`src/rtl/fifo_pkg.sv`:
```
// Shared constants for the synchronous FIFO: default geometry and address width.
// Latency: none (constants only).
// Backpressure: none (constants only).
package fifo_pkg;

  localparam int FIFO_WIDTH = 8;
  localparam int FIFO_DEPTH = 8;

  // Address width needed to index a storage array of 'depth' entries.
  function automatic int fifo_addr_w(input int depth);
    return (depth > 1) ? $clog2(depth) : 1;
  endfunction

  localparam int FIFO_AW = fifo_addr_w(FIFO_DEPTH);

endpackage

```
`src/rtl/fifo_mem.sv`:
```
// Storage array for the FIFO: DEPTH x WIDTH registers, one write port, one registered read port.
// Latency: write lands on the clock edge; read data appears one clock after re.
// Backpressure: none; the caller guarantees legal, non-colliding addresses.
//
// Ports:
//   clk            - storage clock
//   we/waddr/wdata - synchronous write port
//   re/raddr       - synchronous read request and address
//   rdata          - registered read data, holds its value while re=0
module fifo_mem
  import fifo_pkg::*;
#(
  parameter int WIDTH = FIFO_WIDTH,
  parameter int DEPTH = FIFO_DEPTH,
  parameter int AW    = FIFO_AW
) (
  input  logic             clk,
  input  logic             we,
  input  logic [AW-1:0]    waddr,
  input  logic [WIDTH-1:0] wdata,
  input  logic             re,
  input  logic [AW-1:0]    raddr,
  output logic [WIDTH-1:0] rdata
);

  logic [WIDTH-1:0] mem [DEPTH];

  // No reset on the array: contents are meaningless until written.
  always_ff @(posedge clk) begin
    if (we) begin
      mem[waddr] <= wdata;
    end
    if (re) begin
      rdata <= mem[raddr];
    end
  end

endmodule

```
`src/rtl/synchronous_fifo.sv`:
```
// Single-clock FIFO with wrap-parity pointers and registered read data.
// Latency: a read accepted on an edge presents its word on data_out right after that edge.
// Backpressure: writes are dropped while full, reads are ignored while empty; no error flag.
//
// Ports:
//   clk      - clock, all state changes on the rising edge
//   reset    - asynchronous active-low reset
//   read     - read request
//   write    - write request, data_in captured when accepted
//   data_in  - write data
//   full     - DEPTH entries stored
//   empty    - no entries stored
//   data_out - last word read, 0 after reset until the first read
module synchronous_fifo
  import fifo_pkg::*;
#(
  parameter int WIDTH = FIFO_WIDTH,
  parameter int DEPTH = FIFO_DEPTH
) (
  input  logic             clk,
  input  logic             reset,
  input  logic             read,
  input  logic             write,
  input  logic [WIDTH-1:0] data_in,
  output logic             full,
  output logic             empty,
  output logic [WIDTH-1:0] data_out
);

  localparam int AW = fifo_addr_w(DEPTH);

  // One extra MSB per pointer records wrap parity so full and empty are distinguishable.
  logic [AW:0]      wptr;
  logic [AW:0]      rptr;
  logic             wr_en;
  logic             rd_en;
  logic             rd_seen;
  logic [WIDTH-1:0] mem_rdata;

  // Flags derive only from registered pointers, so there is no path from read/write.
  assign empty = (wptr == rptr);
  assign full  = (wptr[AW] != rptr[AW]) && (wptr[AW-1:0] == rptr[AW-1:0]);

  // Both operations are gated on the pre-edge flags; with read=write=1 an empty
  // FIFO only writes and a full FIFO only reads.
  assign wr_en = write & ~full;
  assign rd_en = read & ~empty;

  always_ff @(posedge clk or negedge reset) begin
    if (!reset) begin
      wptr    <= '0;
      rptr    <= '0;
      rd_seen <= 1'b0;
    end else begin
      if (wr_en) begin
        wptr <= wptr + (AW+1)'(1);
      end
      if (rd_en) begin
        rptr    <= rptr + (AW+1)'(1);
        rd_seen <= 1'b1;
      end
    end
  end

  fifo_mem #(
    .WIDTH (WIDTH),
    .DEPTH (DEPTH),
    .AW    (AW)
  ) u_mem (
    .clk   (clk),
    .we    (wr_en),
    .waddr (wptr[AW-1:0]),
    .wdata (data_in),
    .re    (rd_en),
    .raddr (rptr[AW-1:0]),
    .rdata (mem_rdata)
  );

  // The storage read register has no reset; mask it to zero until a read has
  // been accepted since the last reset, so reset clears data_out immediately.
  assign data_out = rd_seen ? mem_rdata : '0;

endmodule

```
`config.mk`:
```
export PLATFORM = sky130hd
export DESIGN_NAME = synchronous_fifo
export DESIGN_NICKNAME = d
export VERILOG_FILES = /design/src/rtl/fifo_pkg.sv /design/src/rtl/fifo_mem.sv /design/src/rtl/synchronous_fifo.sv
export SDC_FILE = /design/constraint.sdc
export NUM_CORES = 1
export LEC_CHECK = 0
export ABC_AREA = 1
export CORE_ASPECT_RATIO = 0.8
export CORE_MARGIN = 5
export CORE_UTILIZATION = 58
export CTS_CLUSTER_DIAMETER = 100
export DETAILED_ROUTE_END_ITERATION = 8
export PLACE_DENSITY = 0.84
export SYNTH_ARGS = -nofsm -noshare
export SYNTH_HDL_FRONTEND = slang
export SYNTH_SLANG_ARGS = --single-unit
export TNS_END_PERCENT = 30
```
`constraint.sdc`:
```
create_clock -name clk -period 2 [get_ports clk]
set_input_delay 0.2 -clock clk [delete_from_list [all_inputs] [get_ports clk]]
set_output_delay 0.2 -clock clk [all_outputs]
set_load 0.005 [all_outputs]
```
==> results.tsv <==
stage	metric	value	unit
outcome	status	complete, no violations	
grt	largest net degree at the start of global routing	36	
place	GP Congestion	0.822	
setup_path	Worst Path Required	1.80	ns
die	Die ar.	0.00752	sq mm
drt	Residual DRC	0	
sta	Final Hold Fails	0	
pwr	VDD IR max	856	uV
pwr	P_int	0.00393	W
clocking	CTS tree	done	
setup_path	crit path DAT	1.74	ns
sta	Slew Viols, Final	0	
clocking	Clock Latency Late Sink	0.34	ns
synthesis	Mapped Area	0.00341	sq mm
synthesis	Unique masters post-synth	22	
setup_path	Startpoint Class	flop	
hold_path	Worst Hold Class	in -> async	
synthesis	FF+latch count, synth	81	
die	die width	95.7	um
synthesis	cells after synthesis	299	
drt	via count	2298	
sta	Fmax	515	MHz
place	Port-buffer cells	21	
synthesis	Synth Area per Inst	11.4	sq um
grt	via count of the first global-routing pass	2224	
pwr	total power	0.00601	W
sta	Final setup viols	0	
pwr	clock share of power	0.217	
sta	final setup margin	0.0597	ns
drt	routed len/inst	16.4	um
sta	Relative slew margins	0.699	
synthesis	Syn Nets	313	
pwr	Comb power frac	0.381	
die	number of top-level pins	22	
grt	global route overflow	0	
drt	routed wire length	6990	um
pwr	sequential power share	0.401	
setup_path	Critical Path Source	wptr[0]	
clocking	CTS buffer count	9	
setup_path	Critical Path Sink Type	output port	
pwr	Switch Pwr	0.00208	W
sta	Clock Skew	0.00603	ns
synthesis	register area share after synthesis	0.701	
drt	DR pass1 iterations	5	
run	Max-Cap Viols	0	
clocking	Clk pin slew, worst setup/hold paths	0.07	ns
layout	Final Net Count	355	
setup_path	Worst Setup Path Type	reg -> out	
setup_path	Max Fanout on Critical Path	5	
grt	initial antenna violation count	0	
place	pre-CTS setup slack	0.246	ns
sta	Worst Tran Pin Value	0.450	ns
grt	first-pass GRT wire length	11400	um
die	Initial Utilization	0.586	
grt	Global Route Usage Sum	0.207	
drt	antenna viol nets, final	0	
layout	share of layout cells above drive strength 1	0.162	
die	core area	0.00582	sq mm
sta	final worst path period share	0.970	
layout	ant diodes	0	
drt	Vias/cell	5.38	
place	DP HPWL	4240	um
pwr	leakage power	1.60	nW
clocking	CTS root buf	clkbuf_8	
die	DIE HEIGHT	78.6	um
setup_path	worst r2r src	wptr[1]	
layout	Area growth syn-to-layout	19.1	%
drt	Starting DRT DRC Count	297	
pwr	Cell Pwr Density	1480	mW/mm^2
clocking	Max H-tree Level	3	
sta	Final Critical Period	1.94	ns
sta	Post-Route Setup TNS	0	ns
pwr	Sw Share	0.346	
clocking	Sink Count	81	
sta	WHS	0.163	ns
synthesis	synth warn	0	
clocking	Max Root-Sink Buffers	2	
die	Rows	25	
-- routing by layer --
layer | wire length [um] | up-vias | global-route usage
met3 | 724 | 12 | 0.0642
met2 | 3420 | 118 | 0.327
met1 | 2730 | 1060 | 0.279
met4 | 105 | 0 | 0.0540
li1 | - | 1108 | -
met5 | 0 | - | 0
-- registers in the layout, indices dropped and copies added, names as in the netlist --
| signal | flops |
|---|---|
| wptr | 4 |
| rptr | 4 |
| u_mem.rdata | 8 |
| rd_seen | 1 |
| u_mem.mem | 64 |
-- layout make-up --
type	instances	area (sq um)
inverters	22	82.6
fillers	410	1760
flip-flops and latches	81	2390
well taps	81	101
repair buffers	45	390
clock inverters	2	60.1
clock buffers	14	163
multi-input cells	182	867
-- placed cells by master, fill, tap and decap left out, types with 3 or more instances in the layout --
cell	n
nand3_1	11
clkdlybuf4s50_1	21
nand2_1	66
xor2_1	4
inv_2	6
nand2_2	5
dfrtp_1	5
inv_1	16
edfxtp_1	72
clkbuf_8	11
dfrtp_2	4
o21ai_0	30
clkbuf_1	3
o22ai_1	16
nor2_1	41
buf_4	24
-- critical path, cell delays in order, from the launching register on --
cell             delay, ns
dfrtp_2               0.44
inv_2                 0.10
nand2_2               0.08
nand2_2               0.08
nand4_4               0.13
inv_1                 0.08
clkdlybuf4s50_1       0.49
-- cell usage after synthesis, drive strengths merged --
cell | count | area [sq um]
nor2 | 41 | 154
edfxtp | 72 | 2160
nand3 | 12 | 65.1
dfrtp | 9 | 225
xor2 | 4 | 35.0
buf | 11 | 60.1
o22ai | 16 | 100
nand3b | 1 | 7.51
a21oi | 1 | 8.76
clkbuf | 3 | 12.5
nand2 | 72 | 288
o21ai | 32 | 160
inv | 22 | 82.6
ha | 2 | 25.0
nand4 | 1 | 21.3
-- metrics by stage --
stage / std cells / cell area [sq um] / util
after floorplan: 299 / 3410 / -
after global placement: 401 / 3750 / 0.645
after detailed placement: 401 / 3750 / 0.645
after CTS: 424 / 4030 / 0.693
after global routing: 427 / 4060 / 0.697
final: 427 / 4060 / 0.697
-- power by group through the flow --
| stage | Clock [W] | Sequential (W) | Combinational [W] |
|---|---|---|---|
| after CTS | 0.00132 | 0.00240 | 0.00224 |
| after global routing | 0.00141 | 0.00245 | 0.00256 |
| after floorplan | 0 | 0.00238 | 0.00143 |
| after global placement | 0 | 0.00246 | 0.00200 |
| after detailed placement | 0 | 0.00247 | 0.00207 |
| final | 0.00131 | 0.00241 | 0.00229 |
-- path summary, 6_finish.rpt --
check                             endpoint  slack, ns  depth (start not counted)
setup / recovery                      full       0.06                          6
hold / removal                     rptr[3]       0.16                          1
setup reg to reg           u_mem.mem[3][6]       0.23                          9
hold reg to reg                    rptr[3]       0.51                          2
max in group asynchronous          wptr[0]       1.50                          1
min in group clk                   rptr[3]       0.51                          2
-- cell families after synthesis --
group / after synthesis / share of synthesized area
compound gates: 49 / 0.0790
xor+xnor: 4 / 0.0103
fa+ha+maj: 2 / 0.00734
simple gates: 127 / 0.157
buf+inv: 36 / 0.0455
flops: 81 / 0.701
-- timing repair --
item	4_1_cts	5_1_grt
gates resized for setup	5	1
pin swaps	0	3
endpoints found under the setup margin	2	2
buffers inserted	7	3
hold buffers	0	0
Note: power is estimated with default switching activity, not from simulation.
==> edit 1, RTL diff (same settings) <==
Change the package constant `FIFO_WIDTH` from 8 to 10.
--- a/src/rtl/fifo_pkg.sv
+++ b/src/rtl/fifo_pkg.sv
@@ -4,5 +4,5 @@
 package fifo_pkg;
 
-  localparam int FIFO_WIDTH = 8;
+  localparam int FIFO_WIDTH = 10;
   localparam int FIFO_DEPTH = 8;
 
Ports: changed (resized data_in and data_out); port bits go from 22 to 26. No check against the original RTL was run, so the function may have changed too.
==> edit 1 against the unedited design <==
Setup slack gained 160 ps. Sequential power is 22% higher. Cell area is 17% higher. Global-route usage shrank 1.9 points. Wire length grew 17%. Critical path depth rose by 3. Area after synthesis is 20% higher. Sequential cell count rose by 18. Power increased by 11%. Critical path type is now flip-flop to flip-flop. Largest cell class unchanged. Highest routed layer unchanged.
==> edit 1: results (changes against the unedited design) <==
stage,metric,value,unit,change
status,status,"finished, final reports clean",,
cts,clkTransAtPathRegs,90,ps,+20 ps
synth,synth_edf_count,90,,+25%
routing,vias,2704,,+18%
final_layout,reg.largest.list,"u_mem.mem x80, u_mem.rdata x10",,
synth,synth_cell_types,22,,unchanged
power_and_ir_drop,peakVddDrop,0.6284,mV,-27%
routing,wl_met3,741,um,+2.3%
placed_design,place_ws,291.7,ps,+45.56 ps
sta,max_freq,0.5630,GHz,+9.2%
placed_design,place_congestion,0.8209,,-0.15%
power_and_ir_drop,p_leak,1.869,nW,+17%
synth,async_flop_share,0.09091,,-0.02020
global_route,track_usage,0.1876,,-0.01938
synth,postSynthAreaPerCell,11.66,sq um,+2.3%
synth,netlist_top_cells_area,"edfxtp_1, nand2_1, dfrtp_1",,
routing,dr_wl_met2,3.908,mm,+14%
synth,synth_commonest_cells,"edfxtp_1, nand2_1, nor2_1",,
placed_design,dp.cells,461,,+15%
global_route,grt_pass1_vias,2569,,+16%
routing,drt_iter0_drc,315,,+6.1%
placed_design,port_buffers,25,,+19%
placed_design,post-dp-hpwl,5.042,mm,+19%
synth,synth_seq_area_share,0.7156,,+0.01490
synth,syn_nets,367,,+17%
global_route,grt_pass1_wl,12.89,mm,+13%
placed_design,placed_cell_area,0.004487,sq mm,+20%
global_route,grt_start_max_net_pins,44,,+22%
final_layout,fin_nets,411,,+16%
worst_setup_path,critPathArrivalTime,1840,ps,+100 ps
worst_setup_path,crit_path_max_fanout,7,,+2
routing,wirelength,8.184,mm,+17%
final_layout,drive_above_1_share,0.1525,,-0.009350
routing,drt-met1-wl,3.402,mm,+25%
==> edit 1: layout make-up <==
| cell class | instances | area [sq um] |
|---|---|---|
| Clock inverter | 7 | 42.54 |
| Sequential cell | 99 | 2933 |
| Timing Repair Buffer | 51 | 450.4 |
| Fill cell | 506 | 2151 |
| Tap cell | 87 | 108.9 |
| Inverter | 24 | 90.09 |
| Clock buffer | 9 | 123.9 |
| Multi-Input combinational cell | 210 | 992.2 |
==> edit 1: cells by family after synthesis <==
| logic type | after synthesis | synth area share |
|---|---|---|
| flip-flops | 99 | 0.7156 |
| XOR/XNOR | 3 | 0.006423 |
| buffers and inverters | 42 | 0.04251 |
| AND/OR/NAND/NOR | 144 | 0.1477 |
| adder cells (fa/ha/maj) | 2 | 0.006115 |
| AO/OA/AOI/OAI | 61 | 0.08165 |
==> edit 1: routing by layer <==
layer,up-vias,track usage
met3,14,0.03954
met1,1258,0.2633
met2,134,0.2951
met4,0,0.06471
li1,1298,-
met5,-,0
==> edit 1: what timing repair did <==
action | in CTS | in global routing
buffers inserted | 4 | 6
gates resized for setup | 4 | 4
endpoints found under the setup margin | 2 | 2
pin swaps | 0 | 2
==> edit 1: worst max-delay path, cell delays in order (launching register included) <==
cell and delay, ps:
dfrtp_2 460, inv_2 100, nand2_2 50, nand2_2 90
inv_2 50, nand4_4 100, buf_4 140, nand2_4 70
nor2_1 210, buf_4 220
==> edit 1: per-stage QoR <==
| step | hold slack [ps] | power, mW |
|---|---|---|
| 3_3_place_gp | 488.7 | 5.344 |
| 5_1_grt | 191.0 | 7.161 |
| 4_1_cts | 170.6 | 6.598 |
| 2_1_floorplan | -95.59 | 4.561 |
| 6_report | 184.7 | 6.694 |
| 3_5_place_dp | 500.5 | 5.451 |
==> edit 1: worst paths after layout <==
kind                            depth (start not counted)    start               to  slack (ps)
worst min-delay path                                    1    reset          wptr[3]         180
max in group asynchronous                               1    reset          wptr[2]        1450
worst min register to register                          2  rptr[3]          rptr[3]         520
worst max register to register                          9  wptr[1]  u_mem.mem[1][3]         220
min in group clk                                        2  rptr[3]          rptr[3]         520
worst max-delay path                                    9  wptr[1]  u_mem.mem[1][3]         220
==> edit 1: power breakdown <==
part	leakage [nW]	switching [mW]	internal, mW
logic	0.857	1.65	1.03
registers	0.928	0.169	2.76
clock network	0.0845	0.637	0.446
total	1.87	2.45	4.24
==> edit 2, RTL diff (same flow settings) <==
Made on the original files. Reset style: synchronous (`reset`), changed in one clocked block. Comments in the files are not updated.
--- a/src/rtl/synchronous_fifo.sv
+++ b/src/rtl/synchronous_fifo.sv
@@ -47,5 +47,5 @@
   assign rd_en = read & ~empty;
 
-  always_ff @(posedge clk or negedge reset) begin
+  always_ff @(posedge clk) begin
     if (!reset) begin
       wptr    <= '0;
Check against the original RTL: differs if reset is asserted again (counterexample within 4 cycles, from zero or initial values and one cycle with reset low); with reset held inactive, the same outputs for 10 cycles.
==> edit 2 against the unedited design <==
Setup slack got worse by 6.4 ps. Cell area decreased by 2.3%. First-iteration DRC count decreased by 25%. Area after synthesis decreased by 0.26%. Count of clock-buffer cells in the layout decreased by 3. Wire length decreased by 9.8%. Critical path type unchanged. Sequential cell count unchanged.
Power is not compared: it rests on default switching activity, and its combinational part moved more than twofold at a synthesized area within 25%.
==> edit 2: results (changes against the unedited design) <==
stage,metric,value,unit,change
status,status,"finished, final reports clean",,
synth,async_flop_share,0,,-0.1111
worst_setup_path,cp-endpoint,empty,,
synth,postSynthAreaPerCell,12.05,sq um,+5.8%
worst_setup_path,r2r-end,u_mem.mem[5][4],,
global_route,grt_pass1_vias,2001,,-10%
synth,synth-xor-area-share,0.004786,,-0.005496
synth,synth_compound_area_frac,0.06922,,-0.009738
sta,finClkSkew,9.245,ps,+3.216 ps
worst_setup_path,startpoint,wptr[0],,
synth,synth_seq_area_share,0.6892,,-0.01145
final_layout,drive_above_1_share,0.1698,,+0.007903
placed_design,placed_cell_area,0.003730,sq mm,-0.57%
final_layout,fill_cells,414,,+0.98%
synth,synthAdderAreaFrac,0.007364,,+0.00001893
worst_setup_path,r2r_setup_slack,330,ps,+100 ps
placed_design,dp.cells,384,,-4.2%
routing,vias,2169,,-5.6%
synth,synth.mux.area_fraction,0.04713,,+0.04713
placed_design,place_congestion,0.8657,,+5.3%
placed_design,post-dp-hpwl,4.123,mm,-2.9%
worst_setup_path,reg2regPathDepth,8,,-1
worst_setup_path,r2r-start,wptr[2],,
sta,period_needed,1947,ps,+6.422 ps
global_route,track_usage,0.1839,,-0.02312
final_layout,fin_nets,333,,-6.2%
worst_setup_path,crit_path_max_fanout,10,,+5
routing,drt_iter0_drc,223,,-25%
synth,netlist_top_cells_area,"edfxtp_1, nand2_1, dfxtp_1",,
==> edit 2: cell type report <==
cell class,instances,area share
Tap cell,81,0.02556
Clock inverter,5,0.01420
Timing Repair Buffer,38,0.08520
Sequential cell,81,0.5926
Clock buffer,11,0.03313
Inverter,23,0.02240
Multi-Input combinational cell,166,0.2269
==> edit 2: power groups by stage <==
stage          clock network (mW)  registers [mW]  logic, mW
6_report                     1.12            1.97      0.556
5_1_grt                      1.21            1.98      0.611
4_1_cts                      1.14            1.97      0.553
3_5_place_dp                    0            2.01      0.543
3_3_place_gp                    0            2.00      0.526
2_1_floorplan                   0            1.99      0.374
==> edit 2: worst min-delay path by stage <==
| stage | startpoint | endpoint | slack, ps |
|---|---|---|---|
| finish | rptr[3] | rptr[3] | 530 |
| global route | wptr[0] | wptr[0] | 580 |
| CTS | rptr[3] | rptr[3] | 560 |
| detailed placement | wptr[3] | wptr[3] | 550 |
| global placement | rptr[3] | rptr[3] | 530 |
| floorplan | data_in[0] | u_mem.mem[0][0] | 300 |
==> edit 2: worst min-delay path, stage by stage, from the launching register on <==
cell and delay, ps:
dfxtp_2 360, a21oi_1 50, nor2_1 90
==> edit 2: cell families (layout without fill, tap and decap cells) <==
kind of cell / Yosys count / count (layout)
buffers and inverters: 35 / 77
AOI/OAI and AO/OA: 41 / 41
muxes: 16 / 16
adders and majority gates: 2 / 2
xor gates and xnor gates: 1 / 1
and+or+nand+nor: 106 / 106
DFF: 81 / 81
==> edit 2: routing by layer <==
layer  track usage  vias up  share of wire
li1              -     1050              -
met1        0.2531     1016           0.44
met2        0.2706       90           0.47
met3       0.04885       13          0.072
met4       0.08949        0          0.022
met5             0        -              0
==> edit 2: timing repair <==
action	CTS	global route
hold buffers	0	0
pin swaps	0	1
setup endpoints to repair	2	2
setup buffers	2	3
resized for setup	4	3
